### src/rtl/button_mode_latch.sv
// Input conditioning for the multi-code converter: synchronizes and debounces
// three push-buttons and four slide switches, latching a one-hot-low mode code.
module button_mode_latch #(
    parameter int DB_CYCLES = 500000,
    parameter int CNT_WIDTH = 19
) (
    input  logic       clk,
    input  logic       reset,
    input  logic [2:0] KEY,
    input  logic [3:0] SW,
    output logic [2:0] B,
    output logic [3:0] S,
    output logic       mode_change
);

    localparam logic [CNT_WIDTH-1:0] CNT_MAX = CNT_WIDTH'(DB_CYCLES - 1);
    localparam logic [CNT_WIDTH-1:0] CNT_ONE = CNT_WIDTH'(1);

    logic [2:0]           key_s1, key_s2;
    logic [3:0]           sw_s1, sw_s2;
    logic [2:0]           kst;
    logic [CNT_WIDTH-1:0] kcnt [3];
    logic [CNT_WIDTH-1:0] scnt;
    logic [2:0]           key_flip;
    logic [2:0]           press;
    logic [2:0]           next_b;

    // Keys idle high (released), so their synchronizers reset to 1.
    always_ff @(posedge clk or posedge reset) begin
        if (reset) begin
            key_s1 <= '1;
            key_s2 <= '1;
            sw_s1  <= '0;
            sw_s2  <= '0;
        end else begin
            // NOTE: sequential state always uses non-blocking assignment so every
            // flop samples the pre-edge value; a blocking '=' here would collapse
            // the two synchronizer stages into one.
            key_s1 <= KEY;
            key_s2 <= key_s1;
            sw_s1  <= SW;
            sw_s2  <= sw_s1;
        end
    end

    // A key accepts its new level on the edge its counter has run out.
    always_comb begin
        // NOTE: every always_comb output gets a default before any branch, so no
        // path leaves it unassigned and no latch is inferred.
        key_flip = '0;
        for (int i = 0; i < 3; i++) begin
            key_flip[i] = (key_s2[i] != kst[i]) && (kcnt[i] == CNT_MAX);
        end
        press = key_flip & kst;
    end

    always_ff @(posedge clk or posedge reset) begin
        if (reset) begin
            kst <= '1;
            // NOTE: kcnt is a small array of flops, not a RAM, so each entry is
            // reset explicitly; a real memory macro would not be reset like this.
            for (int i = 0; i < 3; i++) kcnt[i] <= '0;
        end else begin
            for (int i = 0; i < 3; i++) begin
                if (key_s2[i] == kst[i]) begin
                    kcnt[i] <= '0;
                end else if (key_flip[i]) begin
                    kst[i]  <= key_s2[i];
                    kcnt[i] <= '0;
                end else begin
                    kcnt[i] <= kcnt[i] + CNT_ONE;
                end
            end
        end
    end

    // Lowest key index wins when several presses land on the same edge.
    always_comb begin
        next_b = B;
        if (press[0])      next_b = 3'b110;
        else if (press[1]) next_b = 3'b101;
        else if (press[2]) next_b = 3'b011;
    end

    always_ff @(posedge clk or posedge reset) begin
        if (reset) begin
            B           <= 3'b111;
            mode_change <= 1'b0;
        end else begin
            B           <= next_b;
            mode_change <= (next_b != B);
        end
    end

    // Switches share one counter; the vector present on the loading edge wins.
    always_ff @(posedge clk or posedge reset) begin
        if (reset) begin
            S    <= '0;
            scnt <= '0;
        end else if (sw_s2 == S) begin
            scnt <= '0;
        end else if (scnt == CNT_MAX) begin
            S    <= sw_s2;
            scnt <= '0;
        end else begin
            scnt <= scnt + CNT_ONE;
        end
    end

endmodule

### config.mk
export PLATFORM = sky130hd
export DESIGN_NAME = button_mode_latch
export DESIGN_NICKNAME = d
export VERILOG_FILES = /design/src/rtl/button_mode_latch.sv
export SDC_FILE = /design/constraint.sdc
export NUM_CORES = 1
export LEC_CHECK = 0
export ABC_AREA = 0
export CAP_MARGIN = 25
export CORE_AREA = 2 2 92 94
export CTS_BUF_LIST = sky130_fd_sc_hd__clkbuf_4
export CTS_CLUSTER_DIAMETER = 30
export DETAILED_ROUTE_END_ITERATION = 10
export DIE_AREA = 0 0 94 96
export PLACE_DENSITY = 0.8
export SETUP_SLACK_MARGIN = 0.02
export SYNTH_ARGS = -nofsm -noshare
export SYNTH_HDL_FRONTEND = slang
export SYNTH_SLANG_ARGS = --single-unit
### constraint.sdc
create_clock -name clk -period 6.3 [get_ports clk]
set_input_delay 1.26 -clock clk [delete_from_list [all_inputs] [get_ports clk]]
set_output_delay 1.26 -clock clk [all_outputs]
set_load 0.01 [all_outputs]
After elaboration in Yosys (flattened, before gate mapping)
Cells that the tools add are included.
{ "word_totals": {"ff_bits": 101, "in_bits": 9, "out_inout_bits": 8, "elab_cells": 53} }
{ "classes": {"add_sub_neg": 4, "eq_ne": 12, "n_mux": 11, "bitwise": 5, "reduce_logical": 7} }
{ "ops": {"columns": ["operator", "count"], "rows": [
  ["19-bit 2-to-1 mux", 8],
  ["19-bit by 1-bit adder with 19-bit output (second input constant)", 4],
  ["19-bit == test (second input constant)", 4],
  ["3-bit 2-to-1 mux", 3],
  ["2-bit AND reduction", 4],
  ["4-bit == test", 1],
  ["1-bit inverter", 4],
  ["3-bit bitwise AND", 1],
  ["1-bit == test", 3],
  ["1-bit logical AND", 3],
  ["1-bit inequality test", 3],
  ["3-bit inequality test", 1]
]} }

Longest topological paths before layout
{ "depth": {"ltp_word": 7, "depth_mapped": 9, "mapped_depth_nobuf": 6} }

Worst setup path after synthesis
OpenSTA, ideal clock, no wires.
{ "synth_path": {"path_kind": "flip-flop to output port", "start": "register B[0]", "end": "output port B[0]", "arrival_time_ns": 0.554, "required_ns": 5.040, "setup_slack_ns": 4.486, "stages_incl_launch_ff": 1, "n_path_buf": 0, "path_cell_list": "dfstp_2"} }
{ "synth_lines": {"columns": ["element", "line_no", "source"], "rows": [
  ["from (decl)", "11", "output logic [2:0] B,"],
  ["from (signal assigned)", "90", "B <= next_b;"]
]} }
No word-level cell between the ends.

Final worst setup path
{ "layout_path": {"start": "register B[1]", "end": "output port B[1]"} }
No word-level cell between the ends.

==> results.py <==
metrics = {
    "clock_network": {
        "cts.sinks": 101,
        "ctsHoldBuffers": 0,
        "cts_buffers": 9,
        "clkTransAtPathRegs_ns": 0.15,
        "cts_root_buffer": "clkbuf_4",
        "worstSkewPairLatency_ns": 0.45,
        "post_cts_buffers": 0,
        "cts_resized": 0,
        "htree_levels": 3,
        "ctsLongestPathBuffers": 2,
        "tritoncts": "built",
    },
    "logic_synthesis": {
        "yosys_warnings": 0,
        "async_reset_ff_share_pct": 100.0,
        "synth_top_area_share_pct": 48.51,
        "synthDistinctLibCells": 39,
        "syn_inst": 434,
        "syn_nets": 447,
        "yosys.area.top_type": "dfrtp_1",
        "synth_edf_count": 0,
        "syn_avg_cell_area_um2": 10.58,
        "synth.most_common_cell": "nor2_1",
        "syn_area_mm2": 0.004591,
        "synthTopCellsByCount": "nor2_1 (95), dfrtp_1 (89), xor2_1 (44)",
        "seq_area_frac_synth_pct": 55.38,
        "ys_seq_elements": 101,
        "yosys_most_used_dff": "dfrtp_1",
        "synthTopCellsByArea": "dfrtp_1 (49%), xor2_1 (8.4%), nor2_1 (7.8%)",
    },
    "setup_path": {
        "setup.worst_path.start_class": "flop",
        "required_ns": 5.04,
        "reg2reg_depth": 4,
        "cp_top_family": "flip-flops",
        "end_kind": "primary output",
        "crit_fanout": 5,
        "reg2reg_from": "kcnt[45]",
        "regToRegSetupSlack_ns": 4.15,
        "arrival_ns": 1.62,
        "crit_chain": "clkdlybuf4s50_1",
        "rr_endpoint": "kcnt[44]",
        "crit_type": "flop to primary output",
        "crit_buf_inv": 1,
        "cpMaxStageDelayCell": "dfstp_2",
        "slowest_delay_ns": 0.59,
    },
    "timing": {
        "fin_crit_sh_pct": 45.68,
        "setup_tns_ns": 0,
        "setup_viol": 0,
        "hold_viol": 0,
        "finalCriticalPeriod_ns": 2.878,
        "fin_worst_skew_ns": 0.01182,
        "max_freq_mhz": 347.5,
        "drv_slew": 0,
        "max_slew.worst_pin.slew_ns": 0.8857,
        "rsz0062_at_grt": "false",
        "slew-limit-headroom_pct": 40.95,
    },
    "global_routing": {
        "grt_usage_pct": 19.75,
        "grt_antenna_before_repair": 0,
        "grt_pass1_wl_mm": 13.91,
        "overflow": 0,
        "first_global_vias": 3125,
        "grt_max_degree": 75,
    },
    "cells_and_area": {
        "nNetsFinal": 467,
        "drive_gt1_share_pct": 9.586,
        "post-route-cell-area_mm2": 0.005040,
        "n_antenna_cell": 0,
        "final_core_util_pct": 62.60,
        "area.growth.synth_to_final_pct": 9.785,
    },
    "power_and_ir_drop": {
        "vdd_drop_max_mv": 0.1707,
        "leakage_uw": 0.002177,
        "powerDensity_mw_per_mm2": 236.4,
    },
    "drt": {
        "wl_mm": 7.667,
        "via_per_inst": 5.365,
        "drcViolationCount": 0,
        "drt_iter0_markers": 130,
        "firstDrtPassIters": 6,
        "wire_per_inst_um": 13.59,
        "ant_nets": 0,
        "route.vias.total": 3026,
    },
    "floorplanning": {
        "core_mm2": 0.008051,
        "ios": 17,
        "fp.dieH_um": 96,
        "die_x_um": 94,
        "die_area_mm2": 0.009024,
        "rows": 33,
        "start_util_pct": 57.02,
    },
    "outcome": {
        "outcome": "complete, no violations",
    },
    "run": {
        "drv_cap": 0,
    },
    "worst_hold_path": {
        "min_path_type": "flop to flop",
        "min_path_cells": 0,
        "min_from": "sw_s1[1]",
        "whs_endpoint": "sw_s2[1]",
    },
    "place": {
        "routabilityCongestion": 0.8149,
        "place_area_mm2": 0.004853,
        "hpwl_mm": 5.166,
        "io_buffers": 16,
    },
}
layer usage:
| metal | track usage (%) | share of wire (%) | vias to the layer above | wire [um] |
|---|---|---|---|---|
| met1 | 25.41 | 45 | 1489 | 3442 |
| met5 | 0 | 0 | - | 0 |
| li1 | - | - | 1495 | - |
| met3 | 5.403 | 3.6 | 9 | 274 |
| met2 | 32.74 | 50 | 33 | 3865 |
| met4 | 6.522 | 1.1 | 0 | 85 |
state kept, by name, summed over array words and instances (netlist names):
signal       count
sw_s2            4
key_s1           3
key_s2           3
S                4
B                3
mode_change      1
kst              3
sw_s1            4
scnt            19
kcnt            57
layout by cell type, fill, tap and decap left out, types with 4 or more instances in the layout:
master / n
inv_1: 10
xnor2_1: 31
nand2_1: 29
dfrtp_1: 89
nor2_1: 95
nand4_1: 15
dfstp_2: 12
nand3_1: 28
clkbuf_4: 9
mux2_2: 7
clkdlybuf4s50_1: 16
and4_1: 9
ha_1: 4
nor3_1: 6
xor2_1: 44
nor4b_1: 5
and3_1: 9
layout make-up:
cell class	instances	area (um2)
inverters	11	43.79
repair buffers	18	175.2
clock buffers	9	67.56
flip-flops and latches	101	2542
clock inverters	7	118.9
multi-input cells	313	1961
fillers	663	3012
well taps	105	131.4
power breakdown:
part | internal (uW) | switching [uW] | total [uW]
clock network | 202 | 214 | 417
logic | 29.3 | 42.8 | 72.1
registers | 676 | 26.2 | 703
stage by stage:
step | setup WS (ns) | total power [uW] | hold WS (ns) | instances
floorplan | 2.413 | 764.1 | 0.3312 | 434
global placement | 3.444 | 781.2 | 0.3321 | 548
detailed placement | 3.430 | 787.4 | 0.3355 | 548
CTS | 3.397 | 1205 | 0.3611 | 564
global route | 3.342 | 1248 | 0.3764 | 564
finish | 3.422 | 1191 | 0.3560 | 564
worst max path at each step:
stage,depth (start not counted),start,to
6_report,1,B[1],B[1]
5_1_grt,1,B[2],B[2]
4_1_cts,1,B[2],B[2]
3_5_place_dp,3,reset,kcnt[25]
3_3_place_gp,3,reset,kcnt[8]
2_1_floorplan,1,reset,S[0]
kinds of logic after synthesis:
kind of cell               synth area share [%]
and+or+nand+nor                           24.45
DFF                                       55.38
xor gates and xnor gates                  14.31
buffers and inverters                     1.908
muxes                                     1.935
AOI/OAI and AO/OA                        0.9267
adders and majority gates                 1.090
Power figures use the tool's default switching activity.
